$ cat src/rtl/anffl_tex_bilinear_filter_pkg.sv
// Shared texture-path types: RGBA8 texel, 2x2 quad positions and the default fraction width.
// Holds only types and constants.
package anffl_tex_bilinear_filter_pkg;

    localparam int FRAC_BITS_DEF = 8;

    localparam logic [1:0] QUAD_X0Y0 = 2'd0;
    localparam logic [1:0] QUAD_X1Y0 = 2'd1;
    localparam logic [1:0] QUAD_X0Y1 = 2'd2;
    localparam logic [1:0] QUAD_X1Y1 = 2'd3;

    typedef struct packed {
        logic [7:0] r;
        logic [7:0] g;
        logic [7:0] b;
        logic [7:0] a;
    } texel_t;

endpackage

$ cat src/rtl/anffl_tex_bilinear_filter_if.sv
// Texel-in / filtered-result-out bundle of the bilinear filter stage.
// The slave modport is the filter; the master modport is its environment.
interface anffl_tex_bilinear_filter_if #(
    parameter int FRAC_BITS = anffl_tex_bilinear_filter_pkg::FRAC_BITS_DEF
);
    logic                 in_valid;
    logic                 in_ready;
    logic [7:0]           in_R;
    logic [7:0]           in_G;
    logic [7:0]           in_B;
    logic [7:0]           in_A;
    logic [1:0]           in_idx;
    logic [FRAC_BITS-1:0] in_fracU;
    logic [FRAC_BITS-1:0] in_fracV;
    logic                 in_nearest;
    logic                 out_valid;
    logic                 out_ready;
    logic [7:0]           out_R;
    logic [7:0]           out_G;
    logic [7:0]           out_B;
    logic [7:0]           out_A;
    logic                 err_seq;

    modport slave (
        input  in_valid, in_R, in_G, in_B, in_A, in_idx, in_fracU, in_fracV, in_nearest,
        input  out_ready,
        output in_ready, out_valid, out_R, out_G, out_B, out_A, err_seq
    );

    modport master (
        output in_valid, in_R, in_G, in_B, in_A, in_idx, in_fracU, in_fracV, in_nearest,
        output out_ready,
        input  in_ready, out_valid, out_R, out_G, out_B, out_A, err_seq
    );
endinterface

$ cat src/rtl/anffl_tex_lerp_channel.sv
// One colour channel of the bilinear filter: multiply-accumulate of texel*weight plus round-half-up.
// o_result is combinational on the current texel so the parent can register it on the last texel; no flow control here.
module anffl_tex_lerp_channel #(
    parameter int FRAC_BITS = 8
) (
    input  logic                   clk,
    input  logic                   rst_n,
    input  logic                   i_load,
    input  logic                   i_add,
    input  logic [7:0]             i_texel,
    input  logic [2*FRAC_BITS:0]   i_weight,
    output logic [7:0]             o_result
);
    localparam int ACC_W = 2*FRAC_BITS + 8;
    localparam logic [ACC_W-1:0] HALF = ACC_W'(1) << (2*FRAC_BITS - 1);

    logic [ACC_W-1:0] r_acc;
    logic [ACC_W-1:0] w_prod;
    logic [ACC_W-1:0] w_sum;
    logic [ACC_W-1:0] w_rnd;

    // Largest weight is S^2, so the product never needs more than ACC_W bits.
    assign w_prod   = ACC_W'(i_texel) * ACC_W'(i_weight);
    assign w_sum    = (i_load ? '0 : r_acc) + w_prod;
    assign w_rnd    = w_sum + HALF;
    assign o_result = 8'(w_rnd >> (2*FRAC_BITS));

    always_ff @(posedge clk or negedge rst_n) begin
        if (!rst_n) begin
            r_acc <= '0;
        end else if (i_load || i_add) begin
            r_acc <= w_sum;
        end
    end

endmodule

$ cat src/rtl/anffl_tex_bilinear_filter.sv
// Bilinear (or nearest) texture filter: accumulates a 2x2 quad of RGBA8 texels into one weighted RGBA8 result.
// Result registered 1 cycle after the last texel; in_ready = !out_valid || out_ready, so a held result stalls input.
module anffl_tex_bilinear_filter
    import anffl_tex_bilinear_filter_pkg::*;
#(
    parameter int FRAC_BITS = FRAC_BITS_DEF
) (
    input  logic                          clk,
    input  logic                          rst_n,
    anffl_tex_bilinear_filter_if.slave    bus
);
    localparam int W_W = 2*FRAC_BITS + 1;
    localparam logic [W_W-1:0] S = W_W'(1) << FRAC_BITS;

    logic [1:0]           r_exp;
    logic [FRAC_BITS-1:0] r_fu;
    logic [FRAC_BITS-1:0] r_fv;
    texel_t               r_out;
    logic                 r_out_valid;
    logic                 r_err;

    logic                 w_acc;
    logic                 w_start;
    logic                 w_cont;
    logic                 w_mis;
    logic                 w_near_done;
    logic                 w_done;
    logic [W_W-1:0]       w_fu;
    logic [W_W-1:0]       w_fv;
    logic [W_W-1:0]       w_fu_c;
    logic [W_W-1:0]       w_fv_c;
    logic [W_W-1:0]       w_wt;
    texel_t               w_tex;
    texel_t               w_res;

    assign bus.in_ready = !r_out_valid || bus.out_ready;
    assign w_acc        = bus.in_valid && bus.in_ready;

    // An idx-0 texel always opens a new quad, even when it arrives out of order.
    assign w_start      = w_acc && (bus.in_idx == QUAD_X0Y0);
    assign w_cont       = w_acc && (bus.in_idx != QUAD_X0Y0) && (bus.in_idx == r_exp);
    assign w_mis        = w_acc && (bus.in_idx != r_exp);
    assign w_near_done  = w_start && bus.in_nearest;
    assign w_done       = w_near_done || (w_cont && (bus.in_idx == QUAD_X1Y1));

    // The idx-0 weight uses the fractions arriving with it, before they are latched.
    assign w_fu   = W_W'((bus.in_idx == QUAD_X0Y0) ? bus.in_fracU : r_fu);
    assign w_fv   = W_W'((bus.in_idx == QUAD_X0Y0) ? bus.in_fracV : r_fv);
    assign w_fu_c = S - w_fu;
    assign w_fv_c = S - w_fv;

    always_comb begin
        w_wt = '0;
        case (bus.in_idx)
            QUAD_X0Y0: w_wt = w_fu_c * w_fv_c;
            QUAD_X1Y0: w_wt = w_fu   * w_fv_c;
            QUAD_X0Y1: w_wt = w_fu_c * w_fv;
            QUAD_X1Y1: w_wt = w_fu   * w_fv;
            default:   w_wt = '0;
        endcase
    end

    assign w_tex = '{r: bus.in_R, g: bus.in_G, b: bus.in_B, a: bus.in_A};

    anffl_tex_lerp_channel #(.FRAC_BITS(FRAC_BITS)) u_lerp_r (
        .clk(clk), .rst_n(rst_n), .i_load(w_start), .i_add(w_cont),
        .i_texel(w_tex.r), .i_weight(w_wt), .o_result(w_res.r)
    );
    anffl_tex_lerp_channel #(.FRAC_BITS(FRAC_BITS)) u_lerp_g (
        .clk(clk), .rst_n(rst_n), .i_load(w_start), .i_add(w_cont),
        .i_texel(w_tex.g), .i_weight(w_wt), .o_result(w_res.g)
    );
    anffl_tex_lerp_channel #(.FRAC_BITS(FRAC_BITS)) u_lerp_b (
        .clk(clk), .rst_n(rst_n), .i_load(w_start), .i_add(w_cont),
        .i_texel(w_tex.b), .i_weight(w_wt), .o_result(w_res.b)
    );
    anffl_tex_lerp_channel #(.FRAC_BITS(FRAC_BITS)) u_lerp_a (
        .clk(clk), .rst_n(rst_n), .i_load(w_start), .i_add(w_cont),
        .i_texel(w_tex.a), .i_weight(w_wt), .o_result(w_res.a)
    );

    always_ff @(posedge clk or negedge rst_n) begin
        if (!rst_n) begin
            r_exp       <= QUAD_X0Y0;
            r_fu        <= '0;
            r_fv        <= '0;
            r_out       <= '0;
            r_out_valid <= 1'b0;
            r_err       <= 1'b0;
        end else begin
            r_err <= w_mis;
            if (w_start) begin
                r_fu  <= bus.in_fracU;
                r_fv  <= bus.in_fracV;
                r_exp <= bus.in_nearest ? QUAD_X0Y0 : QUAD_X1Y0;
            end else if (w_cont) begin
                r_exp <= r_exp + 2'd1;
            end
            // A completing result overrides the clear from a same-cycle consume.
            if (w_done) begin
                r_out_valid <= 1'b1;
                r_out       <= w_near_done ? w_tex : w_res;
            end else if (bus.out_ready) begin
                r_out_valid <= 1'b0;
            end
        end
    end

    assign bus.out_valid = r_out_valid;
    assign bus.out_R     = r_out.r;
    assign bus.out_G     = r_out.g;
    assign bus.out_B     = r_out.b;
    assign bus.out_A     = r_out.a;
    assign bus.err_seq   = r_err;

endmodule

$ cat src/flat_wrapper.sv
// flat-port wrapper written by rule: the top's interface ports become plain ports
module anffl_tex_bilinear_filter_flat import anffl_tex_bilinear_filter_pkg::*;
#(
    parameter int FRAC_BITS = FRAC_BITS_DEF
)
  (clk, rst_n, bus_in_valid, bus_in_R, bus_in_G, bus_in_B, bus_in_A, bus_in_idx, bus_in_fracU, bus_in_fracV, bus_in_nearest, bus_out_ready, bus_in_ready, bus_out_valid, bus_out_R, bus_out_G, bus_out_B, bus_out_A, bus_err_seq);
  anffl_tex_bilinear_filter_if #(.FRAC_BITS(FRAC_BITS)) bus_i ();
  input  logic clk;
  input  logic rst_n;
  input wire logic [$bits(bus_i.in_valid)-1:0] bus_in_valid;
  input wire logic [$bits(bus_i.in_R)-1:0] bus_in_R;
  input wire logic [$bits(bus_i.in_G)-1:0] bus_in_G;
  input wire logic [$bits(bus_i.in_B)-1:0] bus_in_B;
  input wire logic [$bits(bus_i.in_A)-1:0] bus_in_A;
  input wire logic [$bits(bus_i.in_idx)-1:0] bus_in_idx;
  input wire logic [$bits(bus_i.in_fracU)-1:0] bus_in_fracU;
  input wire logic [$bits(bus_i.in_fracV)-1:0] bus_in_fracV;
  input wire logic [$bits(bus_i.in_nearest)-1:0] bus_in_nearest;
  input wire logic [$bits(bus_i.out_ready)-1:0] bus_out_ready;
  output wire logic [$bits(bus_i.in_ready)-1:0] bus_in_ready;
  output wire logic [$bits(bus_i.out_valid)-1:0] bus_out_valid;
  output wire logic [$bits(bus_i.out_R)-1:0] bus_out_R;
  output wire logic [$bits(bus_i.out_G)-1:0] bus_out_G;
  output wire logic [$bits(bus_i.out_B)-1:0] bus_out_B;
  output wire logic [$bits(bus_i.out_A)-1:0] bus_out_A;
  output wire logic [$bits(bus_i.err_seq)-1:0] bus_err_seq;
  assign bus_i.in_valid = bus_in_valid;
  assign bus_i.in_R = bus_in_R;
  assign bus_i.in_G = bus_in_G;
  assign bus_i.in_B = bus_in_B;
  assign bus_i.in_A = bus_in_A;
  assign bus_i.in_idx = bus_in_idx;
  assign bus_i.in_fracU = bus_in_fracU;
  assign bus_i.in_fracV = bus_in_fracV;
  assign bus_i.in_nearest = bus_in_nearest;
  assign bus_i.out_ready = bus_out_ready;
  assign bus_in_ready = bus_i.in_ready;
  assign bus_out_valid = bus_i.out_valid;
  assign bus_out_R = bus_i.out_R;
  assign bus_out_G = bus_i.out_G;
  assign bus_out_B = bus_i.out_B;
  assign bus_out_A = bus_i.out_A;
  assign bus_err_seq = bus_i.err_seq;
  anffl_tex_bilinear_filter #(.FRAC_BITS(FRAC_BITS)) u_core (.clk(clk), .rst_n(rst_n), .bus(bus_i));
endmodule
$ cat config.mk
export PLATFORM = sky130hd
export DESIGN_NAME = anffl_tex_bilinear_filter_flat
export DESIGN_NICKNAME = d
export VERILOG_FILES = /design/src/rtl/anffl_tex_bilinear_filter_pkg.sv /design/src/rtl/anffl_tex_bilinear_filter_if.sv /design/src/rtl/anffl_tex_lerp_channel.sv /design/src/rtl/anffl_tex_bilinear_filter.sv /design/src/flat_wrapper.sv
export SDC_FILE = /design/constraint.sdc
export NUM_CORES = 2
export LEC_CHECK = 0
export CAP_MARGIN = 20
export CORE_ASPECT_RATIO = 1.2
export CORE_MARGIN = 5
export CORE_UTILIZATION = 41
export CTS_BUF_LIST = sky130_fd_sc_hd__clkbuf_8 sky130_fd_sc_hd__clkbuf_16
export DETAILED_ROUTE_END_ITERATION = 6
export DONT_BUFFER_PORTS = 1
export GPL_ROUTABILITY_DRIVEN = 0
export GPL_TIMING_DRIVEN = 0
export PLACE_DENSITY_LB_ADDON = 0.05
export SYNTH_ARGS = -nofsm -noshare
export SYNTH_HDL_FRONTEND = slang
export SYNTH_SLANG_ARGS = --single-unit
export TNS_END_PERCENT = 1
$ cat constraint.sdc
create_clock -name clk -period 15.14 [get_ports clk]
set_input_delay 1.514 -clock clk [delete_from_list [all_inputs] [get_ports clk]]
set_output_delay 1.514 -clock clk [all_outputs]
set_load 0.03 [all_outputs]
==> impl_metrics.py <==
metrics = {
    "timing": {
        "hold_viol": 0,
        "holdWs_ns": 0.481,
        "tightest_slew_ns": 1.23,
        "fmax_ghz": 0.0683,
        "period_share_pct": 96.7,
        "slew_viol_final": 0,
        "finClkSkew_ns": 0.0186,
        "setup-violations-final": 0,
        "slew_headroom_pct": 18.1,
        "period_needed_ns": 14.65,
    },
    "logic_synthesis": {
        "synth_area_leaders": "fa_1 (34%), ha_1 (12%), dfrtp_1 (10%), inv_1 (8.6%), and2_1 (5.0%)",
        "yosysTopAreaCell": "fa_1",
        "yosysTopAreaCellShare_pct": 33.9,
        "synth_area_sq_um": 36300,
        "synth_nets": 5161,
        "ys_async_sr_fraction_pct": 100,
        "synth-seq-cells": 148,
        "synth_seq_area_share_pct": 10.2,
        "synth_cell_type_count": 94,
        "yosysWarnings": 0,
        "syn_avg_cell_area_sq_um": 8.76,
        "synth_ff_type": "dfrtp_1",
        "synth.most_common_cell": "inv_1",
        "synth_edf_count": 0,
        "synthCells": 4147,
        "netlist_top_cells_count": "inv_1 (829), fa_1 (616), nand2_1 (463)",
    },
    "critical_path": {
        "crit_path_end_kind": "register",
        "critPathBufInv": 14,
        "r2r-end": "u_core.bus.out_R[6]",
        "setup.worst_path.start": "bus_in_idx[1]",
        "reg2reg_slack_ns": 1.87,
        "slowest_stage": "fa_1",
        "critPathMaxStageDelay_ns": 0.57,
        "cp.arrival_ns": 15.01,
        "cp_top_family": "adder cells",
        "critPathKind": "in -> reg",
        "critPathMostFrequentCell": "fa_1",
        "crit_required_ns": 15.51,
        "start_kind": "input pin",
        "r2r-start": "u_core.r_fv[0]",
        "path_max_fanout": 17,
        "rr_worst_depth": 45,
    },
    "clock_tree": {
        "clock-sinks": 148,
        "cts_tree": "built",
        "cts_buffer_depth": 2,
        "htreeDepth": 4,
        "numCtsBuffers": 17,
        "clk_latency_ns": 0.51,
        "cts_hold_buf": 0,
        "path_clk_slew_ns": 0.08,
        "cts_root_buf": "clkbuf_16",
    },
    "grt": {
        "track_usage_pct": 27.0,
        "antenna_found_initial": 2,
        "grt_pass1_vias": 29500,
        "grt_pass1_wl_mm": 189,
        "grt_max_degree": 149,
        "grt.overflow.total": 0,
    },
    "worst_hold_path": {
        "hold_start": "u_core.u_lerp_g.r_acc[19]",
        "hold_end": "u_core.u_lerp_g.r_acc[19]",
        "hold_depth": 2,
        "min_path_type": "reg -> reg",
    },
    "outcome": {
        "status": "finished, final reports clean",
    },
    "die": {
        "coreArea_sq_um": 87800,
        "initial_core_util_pct": 41.4,
        "die_width_microns": 282,
        "dieHeight_microns": 336,
        "std_cell_rows": 119,
        "pin_count": 90,
        "die_area_sq_um": 94700,
    },
    "layout": {
        "layout-drive-gt1-share_pct": 6.20,
        "seq_area_sq_um": 3700,
        "final_cell_count_no_fill": 5345,
        "post-route-util_pct": 44.0,
        "area_delta_synth_final_pct": 6.37,
        "fin_nets": 5195,
        "fillCellCount": 9070,
        "multi_input_area_sq_um": 28900,
    },
    "detailed_routing": {
        "dr.pass1.iters": 5,
        "vias": 27800,
        "avgRoutedWirePerCell_microns": 23.4,
        "wirelength_mm": 125,
        "ant_nets": 0,
        "via_per_inst": 5.20,
        "drt_iter0_drc": 1550,
        "drc_errors": 0,
    },
    "place": {
        "dp_hpwl_mm": 103,
        "portBuffers": 0,
        "placed_cells": 5310,
    },
    "flow_run": {
        "maxCapViolCount": 0,
    },
}
==> sequential cells by signal, summed over array words and instances, names as in the netlist <==
| name | flops |
|---|---|
| u_core.bus.out_valid | 1 |
| u_core.r_fu | 8 |
| u_core.bus.out_G | 8 |
| u_core.u_lerp_r.r_acc | 24 |
| u_core.bus.out_A | 8 |
| u_core.u_lerp_g.r_acc | 24 |
| u_core.bus.err_seq | 1 |
| u_core.r_exp | 2 |
| u_core.r_fv | 8 |
| u_core.u_lerp_a.r_acc | 24 |
| u_core.bus.out_B | 8 |
| u_core.bus.out_R | 8 |
| u_core.u_lerp_b.r_acc | 24 |
==> layout make-up <==
type,instances,area share (%)
multi-input combinational,2984,74.7
sequential,148,9.58
inverter,829,8.05
tap,1149,3.72
buffer,182,1.93
clock buffer,17,1.10
timing repair buffer,19,0.524
clock inverter,15,0.350
antenna,2,0.0129
==> metrics by stage <==
stage	TNS, ns	setup WS [ns]	instance area [sq um]
after floorplan	0	2.00	36300
after global placement	-78.32	-2.04	37800
after detailed placement	-40.48	-1.55	37900
after CTS	0	0.0641	38500
after global routing	-0.000727	-0.000727	38600
final	0	0.492	38700
==> per-layer routing <==
layer	vias to the layer above	GRT usage, %	routed length [microns]
li1	12900	-	-
met1	14100	33.3	50600
met2	612	46.3	61900
met3	169	4.03	6100
met4	0	13.1	6580
met5	-	0	0
==> layout by cell type, fill, tap and decap left out, types with 10 or more instances in the layout <==
| cell | n |
|---|---|
| a211oi_1 | 20 |
| a21o_1 | 45 |
| a21oi_1 | 85 |
| a22oi_1 | 25 |
| and2_1 | 288 |
| and3_1 | 44 |
| buf_2 | 13 |
| buf_4 | 12 |
| clkbuf_1 | 143 |
| clkbuf_16 | 17 |
| clkbuf_2 | 11 |
| dfrtp_1 | 148 |
| fa_1 | 616 |
| ha_1 | 343 |
| inv_1 | 829 |
| mux2_2 | 58 |
| mux2i_1 | 14 |
| mux4_2 | 12 |
| nand2_1 | 463 |
| nand2b_1 | 32 |
| nand3_1 | 64 |
| nand4_1 | 16 |
| nor2_1 | 246 |
| nor2b_1 | 20 |
| nor3_1 | 30 |
| nor3_2 | 10 |
| nor4_1 | 12 |
| o21a_1 | 19 |
| o21ai_0 | 98 |
| o21ai_1 | 33 |
| o21bai_1 | 19 |
| o31ai_1 | 13 |
| or2_2 | 43 |
| or3_1 | 10 |
| xnor2_1 | 96 |
| xor2_1 | 62 |
==> worst min-delay path, cell delays in order, from the launching register on <==
cell and delay, ns:
dfrtp_1 0.34, nand2_1 0.05, o21ai_0 0.06
==> how the worst max path moves through the flow <==
stage	to	slack, ns	depth (start not counted)
3_5_place_dp	u_core.bus.out_B[7]	-1.55	50
6_report	u_core.bus.out_R[6]	0.49	48
3_3_place_gp	u_core.bus.out_B[7]	-2.04	47
2_1_floorplan	u_core.bus.out_B[7]	2.00	49
5_1_grt	u_core.bus.out_R[6]	-0.0007	48
4_1_cts	u_core.bus.out_B[7]	0.06	44
==> cell families (layout without fill, tap and decap cells) <==
kind of cell               after synthesis  after routing  share of synthesized area (%)
and+or+nand+nor                       1319           1319                           18.0
other                                    0              2                              0
DFF                                    148            148                           10.2
AOI/OAI and AO/OA                      444            444                           8.15
adders and majority gates              959            959                           45.7
buffers and inverters                 1015           1062                           10.6
muxes                                   95             95                           3.25
xor gates and xnor gates               167            167                           4.07
==> repair_timing <==
| action | CTS | global route |
|---|---|---|
| pin swaps | 0 | 1 |
| gates resized for setup | 8 | 27 |
| buffers inserted | 0 | 3 |
| setup endpoints to repair | 37 | 20 |
Power is left out: the tool's default activity adds up to more than one toggle a clock period on the data nets, which glitch-free logic cannot reach.
